### src/rtl/nor_rd_stream_if.sv
// Wishbone pipelined read-master bus between the burst reader and the NOR port.
interface nor_rd_stream_if #(
    parameter int ADDRBITS = 26,
    parameter int DATABITS = 16
);
    logic                cyc;
    logic                stb;
    logic                we;
    logic [ADDRBITS-1:0] adr;
    logic [DATABITS-1:0] dat_w;
    logic                stall;
    logic                ack;
    logic                err;
    logic [DATABITS-1:0] dat_r;

    modport master (
        output cyc, stb, we, adr, dat_w,
        input  stall, ack, err, dat_r
    );

    modport slave (
        input  cyc, stb, we, adr, dat_w,
        output stall, ack, err, dat_r
    );
endinterface

### src/rtl/nor_rd_stream.sv
// Burst reader for the NOR wishbone port: issues pipelined single-word reads,
// buffers acked words in a small FIFO and streams them out with a last marker.
// Requests are credit-limited so every outstanding read has a FIFO slot.
module nor_rd_stream #(
    parameter int ADDRBITS  = 26,
    parameter int DATABITS  = 16,
    parameter int COUNTBITS = 16,
    parameter int FIFODEPTH = 4
) (
    input  logic                 sys_clk_i,
    input  logic                 sys_rst_i,
    input  logic                 cmd_valid_i,
    output logic                 cmd_ready_o,
    input  logic [ADDRBITS-1:0]  cmd_addr_i,
    input  logic [COUNTBITS-1:0] cmd_count_i,
    input  logic                 abort_i,
    output logic                 done_o,
    output logic                 err_o,
    nor_rd_stream_if.master      memwb,
    output logic                 out_valid_o,
    input  logic                 out_ready_i,
    output logic [DATABITS-1:0]  out_data_o,
    output logic                 out_last_o
);
    localparam int PTRW = (FIFODEPTH > 1) ? $clog2(FIFODEPTH) : 1;
    localparam int CNTW = PTRW + 1;

    typedef enum logic [1:0] {S_IDLE, S_ISSUE, S_DRAIN, S_FIN} state_t;

    state_t               state_q, state_d;
    logic [ADDRBITS-1:0]  adr_q, adr_d;
    logic [COUNTBITS-1:0] issue_q, issue_d;   // requests still to be accepted
    logic [COUNTBITS-1:0] recv_q, recv_d;     // words still to be received
    logic [CNTW-1:0]      outst_q, outst_d;   // accepted but not yet acked
    logic                 err_q, err_d;

    logic [DATABITS:0]    fifo_mem [FIFODEPTH];
    logic [PTRW-1:0]      wr_ptr_q, rd_ptr_q;
    logic [CNTW-1:0]      fcnt_q, fcnt_d;

    logic                 busy;
    logic                 credit_ok;
    logic [CNTW:0]        credit_used;
    logic                 stb;
    logic                 accept;
    logic                 bus_err;
    logic                 bus_abort;
    logic                 kill;
    logic                 ack_ok;
    logic                 pop;
    logic                 cmd_acc;

    assign busy        = (state_q == S_ISSUE) || (state_q == S_DRAIN);
    // Credit uses registered counts only; an ack moves a word from
    // outstanding to the FIFO, so the sum changes only by our issue or a pop.
    assign credit_used = {1'b0, outst_q} + {1'b0, fcnt_q};
    assign credit_ok   = credit_used < (CNTW+1)'(FIFODEPTH);
    assign stb         = (state_q == S_ISSUE) && credit_ok;
    assign accept      = stb && !memwb.stall;
    assign bus_err     = busy && memwb.err;
    assign bus_abort   = busy && abort_i;
    assign kill        = bus_err || bus_abort;
    assign ack_ok      = busy && memwb.ack && (outst_q != '0) && !kill;
    assign pop         = out_valid_o && out_ready_i;
    assign cmd_acc     = cmd_valid_i && cmd_ready_o;

    assign cmd_ready_o = (state_q == S_IDLE);
    assign done_o      = (state_q == S_FIN);
    assign err_o       = err_q;

    assign memwb.cyc   = busy;
    assign memwb.stb   = stb;
    assign memwb.we    = 1'b0;
    assign memwb.adr   = adr_q;
    assign memwb.dat_w = '0;

    assign out_valid_o = (fcnt_q != '0);
    assign out_data_o  = fifo_mem[rd_ptr_q][DATABITS-1:0];
    assign out_last_o  = out_valid_o && fifo_mem[rd_ptr_q][DATABITS];

    // Next-state and counter updates; error/abort override everything.
    always_comb begin
        state_d = state_q;
        adr_d   = adr_q;
        issue_d = issue_q;
        recv_d  = recv_q;
        err_d   = err_q;
        outst_d = outst_q + CNTW'(accept) - CNTW'(ack_ok);
        if (ack_ok) begin
            recv_d = recv_q - COUNTBITS'(1);
        end
        case (state_q)
            S_IDLE: begin
                if (cmd_acc) begin
                    adr_d   = cmd_addr_i;
                    issue_d = cmd_count_i;
                    recv_d  = cmd_count_i;
                    err_d   = 1'b0;
                    state_d = (cmd_count_i == '0) ? S_FIN : S_ISSUE;
                end
            end
            S_ISSUE: begin
                if (accept) begin
                    adr_d   = adr_q + ADDRBITS'(1);
                    issue_d = issue_q - COUNTBITS'(1);
                    if (issue_q == COUNTBITS'(1)) begin
                        state_d = S_DRAIN;
                    end
                end
            end
            S_DRAIN: begin
                if (outst_d == '0) begin
                    state_d = S_FIN;
                end
            end
            default: begin
                state_d = S_IDLE;
            end
        endcase
        if (kill) begin
            state_d = S_FIN;
            outst_d = '0;
            if (bus_err) begin
                err_d = 1'b1;
            end
        end
    end

    // FIFO occupancy: an ack and a pop in the same cycle cancel out.
    always_comb begin
        fcnt_d = fcnt_q + CNTW'(ack_ok) - CNTW'(pop);
    end

    // Control state registers.
    always_ff @(posedge sys_clk_i) begin
        if (sys_rst_i) begin
            state_q <= S_IDLE;
            adr_q   <= '0;
            issue_q <= '0;
            recv_q  <= '0;
            outst_q <= '0;
            err_q   <= 1'b0;
        end else begin
            state_q <= state_d;
            adr_q   <= adr_d;
            issue_q <= issue_d;
            recv_q  <= recv_d;
            outst_q <= outst_d;
            err_q   <= err_d;
        end
    end

    // FIFO pointers and count; abort discards every buffered word at once.
    always_ff @(posedge sys_clk_i) begin
        if (sys_rst_i || bus_abort) begin
            wr_ptr_q <= '0;
            rd_ptr_q <= '0;
            fcnt_q   <= '0;
        end else begin
            if (ack_ok) begin
                wr_ptr_q <= wr_ptr_q + PTRW'(1);
            end
            if (pop) begin
                rd_ptr_q <= rd_ptr_q + PTRW'(1);
            end
            fcnt_q <= fcnt_d;
        end
    end

    // FIFO storage; the last flag rides with the word that completes the count.
    always_ff @(posedge sys_clk_i) begin
        if (ack_ok) begin
            fifo_mem[wr_ptr_q] <= {(recv_q == COUNTBITS'(1)), memwb.dat_r};
        end
    end
endmodule
### src/flat_wrapper.sv
// flat-port wrapper written by rule: the top's interface ports become plain ports
module nor_rd_stream_flat 
#(
    parameter int ADDRBITS  = 26,
    parameter int DATABITS  = 16,
    parameter int COUNTBITS = 16,
    parameter int FIFODEPTH = 4
)
  (sys_clk_i, sys_rst_i, cmd_valid_i, cmd_ready_o, cmd_addr_i, cmd_count_i, abort_i, done_o, err_o, out_valid_o, out_ready_i, out_data_o, out_last_o, memwb_cyc, memwb_stb, memwb_we, memwb_adr, memwb_dat_w, memwb_stall, memwb_ack, memwb_err, memwb_dat_r);
  nor_rd_stream_if #(.ADDRBITS(ADDRBITS), .DATABITS(DATABITS)) memwb_i ();
  input  logic sys_clk_i;
  input  logic sys_rst_i;
  input  logic cmd_valid_i;
  output logic cmd_ready_o;
  input  logic [ADDRBITS-1:0] cmd_addr_i;
  input  logic [COUNTBITS-1:0] cmd_count_i;
  input  logic abort_i;
  output logic done_o;
  output logic err_o;
  output logic out_valid_o;
  input  logic out_ready_i;
  output logic [DATABITS-1:0] out_data_o;
  output logic out_last_o;
  output wire logic [$bits(memwb_i.cyc)-1:0] memwb_cyc;
  output wire logic [$bits(memwb_i.stb)-1:0] memwb_stb;
  output wire logic [$bits(memwb_i.we)-1:0] memwb_we;
  output wire logic [$bits(memwb_i.adr)-1:0] memwb_adr;
  output wire logic [$bits(memwb_i.dat_w)-1:0] memwb_dat_w;
  input wire logic [$bits(memwb_i.stall)-1:0] memwb_stall;
  input wire logic [$bits(memwb_i.ack)-1:0] memwb_ack;
  input wire logic [$bits(memwb_i.err)-1:0] memwb_err;
  input wire logic [$bits(memwb_i.dat_r)-1:0] memwb_dat_r;
  assign memwb_cyc = memwb_i.cyc;
  assign memwb_stb = memwb_i.stb;
  assign memwb_we = memwb_i.we;
  assign memwb_adr = memwb_i.adr;
  assign memwb_dat_w = memwb_i.dat_w;
  assign memwb_i.stall = memwb_stall;
  assign memwb_i.ack = memwb_ack;
  assign memwb_i.err = memwb_err;
  assign memwb_i.dat_r = memwb_dat_r;
  nor_rd_stream #(.ADDRBITS(ADDRBITS), .DATABITS(DATABITS), .COUNTBITS(COUNTBITS), .FIFODEPTH(FIFODEPTH)) u_core (.sys_clk_i(sys_clk_i), .sys_rst_i(sys_rst_i), .cmd_valid_i(cmd_valid_i), .cmd_ready_o(cmd_ready_o), .cmd_addr_i(cmd_addr_i), .cmd_count_i(cmd_count_i), .abort_i(abort_i), .done_o(done_o), .err_o(err_o), .memwb(memwb_i), .out_valid_o(out_valid_o), .out_ready_i(out_ready_i), .out_data_o(out_data_o), .out_last_o(out_last_o));
endmodule
### config.mk
export PLATFORM = sky130hd
export DESIGN_NAME = nor_rd_stream_flat
export DESIGN_NICKNAME = d
export VERILOG_FILES = /design/src/rtl/nor_rd_stream_if.sv /design/src/rtl/nor_rd_stream.sv /design/src/flat_wrapper.sv
export SDC_FILE = /design/constraint.sdc
export NUM_CORES = 1
export LEC_CHECK = 0
export CAP_MARGIN = 10
export CORE_UTILIZATION = 46
export CTS_CLUSTER_DIAMETER = 100
export CTS_CLUSTER_SIZE = 16
export DETAILED_ROUTE_END_ITERATION = 10
export GPL_ROUTABILITY_DRIVEN = 0
export PLACE_DENSITY = 0.82
export SLEW_MARGIN = 5
export SYNTH_ARGS = -nofsm -noshare
export SYNTH_HDL_FRONTEND = slang
export SYNTH_SLANG_ARGS = --single-unit
### constraint.sdc
create_clock -name sys_clk_i -period 8.24 [get_ports sys_clk_i]
set_input_delay 1.648 -clock sys_clk_i [delete_from_list [all_inputs] [get_ports sys_clk_i]]
set_output_delay 1.648 -clock sys_clk_i [all_outputs]
set_load 0.05 [all_outputs]
==> flow_summary.yaml <==
run_status:
  status: "complete, but fails checks"
  violations: "design-rule violations"
global_routing:
  grt_pass1_wl_um: 26000
  gr-usage-met2: 0.341
  grt_overflow: 0
  grt_pass1_vias: 5094
  grt_antenna_before_repair: 0
  grt_max_degree: 76
  use_met1: 0.282
  top_usage_layer: "met2"
  grt_usage: 0.212
  grt_use_met3: 0.0454
clocking:
  clock_path_buffers: 2
  insertion_delay_ns: 0.42
  numClockSinks: 141
  ctsResizeCount: 0
  cts_tree: "done"
  cts_setup_buffers: 0
  cts_root_buffer: "clkbuf_16"
  ctsHtreeMaxLevel: 4
  cts_hold_buf: 0
  clk_pin_slew_ns: 0.06
  cts-buffers-inserted: 17
sta:
  holdWs_ns: 0.491
  fin_crit_ns: 4.93
  rsz0062_at_grt: "no"
  tightest_slew_ns: 1.12
  finClkSkew_ns: 0.0115
  period_share: 0.598
  max_slew_margin: 0.253
  setup_ws_ns: 3.31
  max_clock_freq_mhz: 203
  setup_viol: 0
  fin_tns_setup_ns: 0
  slew_viol_final: 0
  final-hold-violation-count: 0
route:
  vias: 5652
  drt_first_iter_violations: 583
  routed_wl_um: 16400
  wl_per_cell_um: 17.1
  drc: 10
  routed_via_density: 5.89
  firstDrtPassIters: 9
  drtAntennaViolNets: 0
synthesis:
  netlist_instances: 668
  yosysWarnings: 0
  synth_edf_count: 68
  syn_area_per_cell_um2: 10.5
  async_flop_share: 0
  yosysUniqueCellTypes: 69
  ys.flop_type: "dfxtp_1"
  synth_area_mm2: 0.00702
  synth_seq_cells: 141
  yosysSeqAreaShare: 0.499
pwr:
  vdd_drop_max_mv: 0.307
  leakagePower_nw: 2.98
  p_per_area_mw_per_mm2: 350
  fin_total_pwr_mw: 3.06
die:
  start_util: 0.477
  dieArea_mm2: 0.0158
  core_mm2: 0.0147
  io_pins: 132
  die_w_um: 126
  fp.dieH_um: 126
  rows: 44
placed_design:
  pre_cts_slack_ns: 3.43
  dp_cells: 928
  place_hpwl_um: 10900
  io_buffers: 114
final_layout:
  antennaDiodeCount: 0
  fin_cells: 960
  syn2layout_area_growth_pct: 24.7
  final_nets: 850
  final_common_cell: "clkdlybuf4s50_1"
  final_cell_mix: "clkdlybuf4s50_1, dfxtp_1, edfxtp_1"
  drive_gt1_frac: 0.0863
setup_path:
  crit_chain: "inv_1 -> ha_2 -> buf_4 -> or4b_1 -> nor2_1 -> clkdlybuf4s50_1"
  crit_fanout: 75
  cpMaxStageDelayCell: "clkdlybuf4s50_1"
  slowest_delay_ns: 0.86
  path_class: "flop to output port"
  cp.arrival_ns: 3.28
  start_kind: "flop"
  cp-end-kind: "output port"
  critPathRequiredTime_ns: 6.59
flow_run:
  drv_cap: 0
worst_hold_path:
  hold_class: "flop to flop"
## final timing paths
path / startpoint / end / slack [ns] / depth (start not counted)
setup / recovery: u_core.state_q[1]$_SDFFE_PP0P_ / memwb_stb / 3.31 / 6
hold / removal: u_core.recv_q[5]$_SDFF_PP0_ / u_core.recv_q[5]$_SDFF_PP0_ / 0.49 / 2
setup reg to reg: u_core.state_q[1]$_SDFFE_PP0P_ / u_core.state_q[0]$_SDFFE_PP0P_ / 4.63 / 12
hold reg to reg: u_core.recv_q[5]$_SDFF_PP0_ / u_core.recv_q[5]$_SDFF_PP0_ / 0.49 / 2
## final cells by class
cell class                      instances  area (µm²)
Tap cell                              184         230
Multi-Input combinational cell        459        3170
Timing Repair Buffer                  118        1170
Clock inverter                         13         130
Sequential cell                       141        3500
Fill cell                            1193        5950
Clock buffer                           19         453
Inverter                               26        97.6
## critical path, delay by kind of cell, from the launching register on
family | cells | cell delay [ns]
adders and majority gates | 1 | 0.17
DFF | 1 | 0.32
buffers and inverters | 3 | 1.53
and+or+nand+nor | 2 | 0.82
## flip-flops by register name, summed over array words and instances (netlist names), named ones only
name              count
u_core.fifo_mem      68
u_core.memwb.adr     26
u_core.issue_q       16
u_core.recv_q        16
u_core.fcnt_q         3
u_core.outst_q        3
u_core.rd_ptr_q       2
u_core.state_q        2
u_core.wr_ptr_q       2
u_core.err_o          1
## power breakdown
group          total (mW)  internal, mW  switching [mW]
Combinational        1.32         0.476           0.844
Clock               0.739         0.438           0.302
Sequential           1.00         0.855           0.145
## synthesized netlist by cell type, types with 9 or more instances
cell	n	area [µm²]
edfxtp_1	68	2040
o21ai_0	18	90.1
o21ai_1	14	70.1
nand3_1	10	50.1
buf_4	17	128
ha_1	19	238
or3_1	9	56.3
inv_1	24	90.1
nand2_1	47	176
dfxtp_1	73	1460
nor3_1	16	80.1
xnor2_1	10	87.6
nand4_1	12	75.1
a211oi_1	22	165
clkbuf_1	31	116
nor2_1	52	195
mux4_2	17	383
a21oi_1	49	245
and3_1	10	62.6
nor4_1	16	100
## per-layer routing
| metal | wire length (µm) | vias to the layer above |
|---|---|---|
| li1 | - | 2686 |
| met3 | 977 | 21 |
| met4 | 286 | 0 |
| met5 | 0 | - |
| met2 | 7890 | 223 |
| met1 | 7240 | 2722 |
## logic make-up after synthesis
logic type | Yosys count | synth area share
other cells | 1 | 0.000534
compound gates | 167 | 0.157
mux | 20 | 0.0590
simple gates | 216 | 0.164
fa+ha+maj | 21 | 0.0396
flops | 141 | 0.499
buf+inv | 84 | 0.0583
xor+xnor | 18 | 0.0225
## per-stage QoR
stage	util	area (µm²)
5_1_grt	0.595	8750
2_1_floorplan	-	7080
4_1_cts	0.595	8750
3_3_place_gp	0.555	8170
6_report	0.595	8750
3_5_place_dp	0.555	8170
No activity file was read; power rests on OpenSTA's default activity.
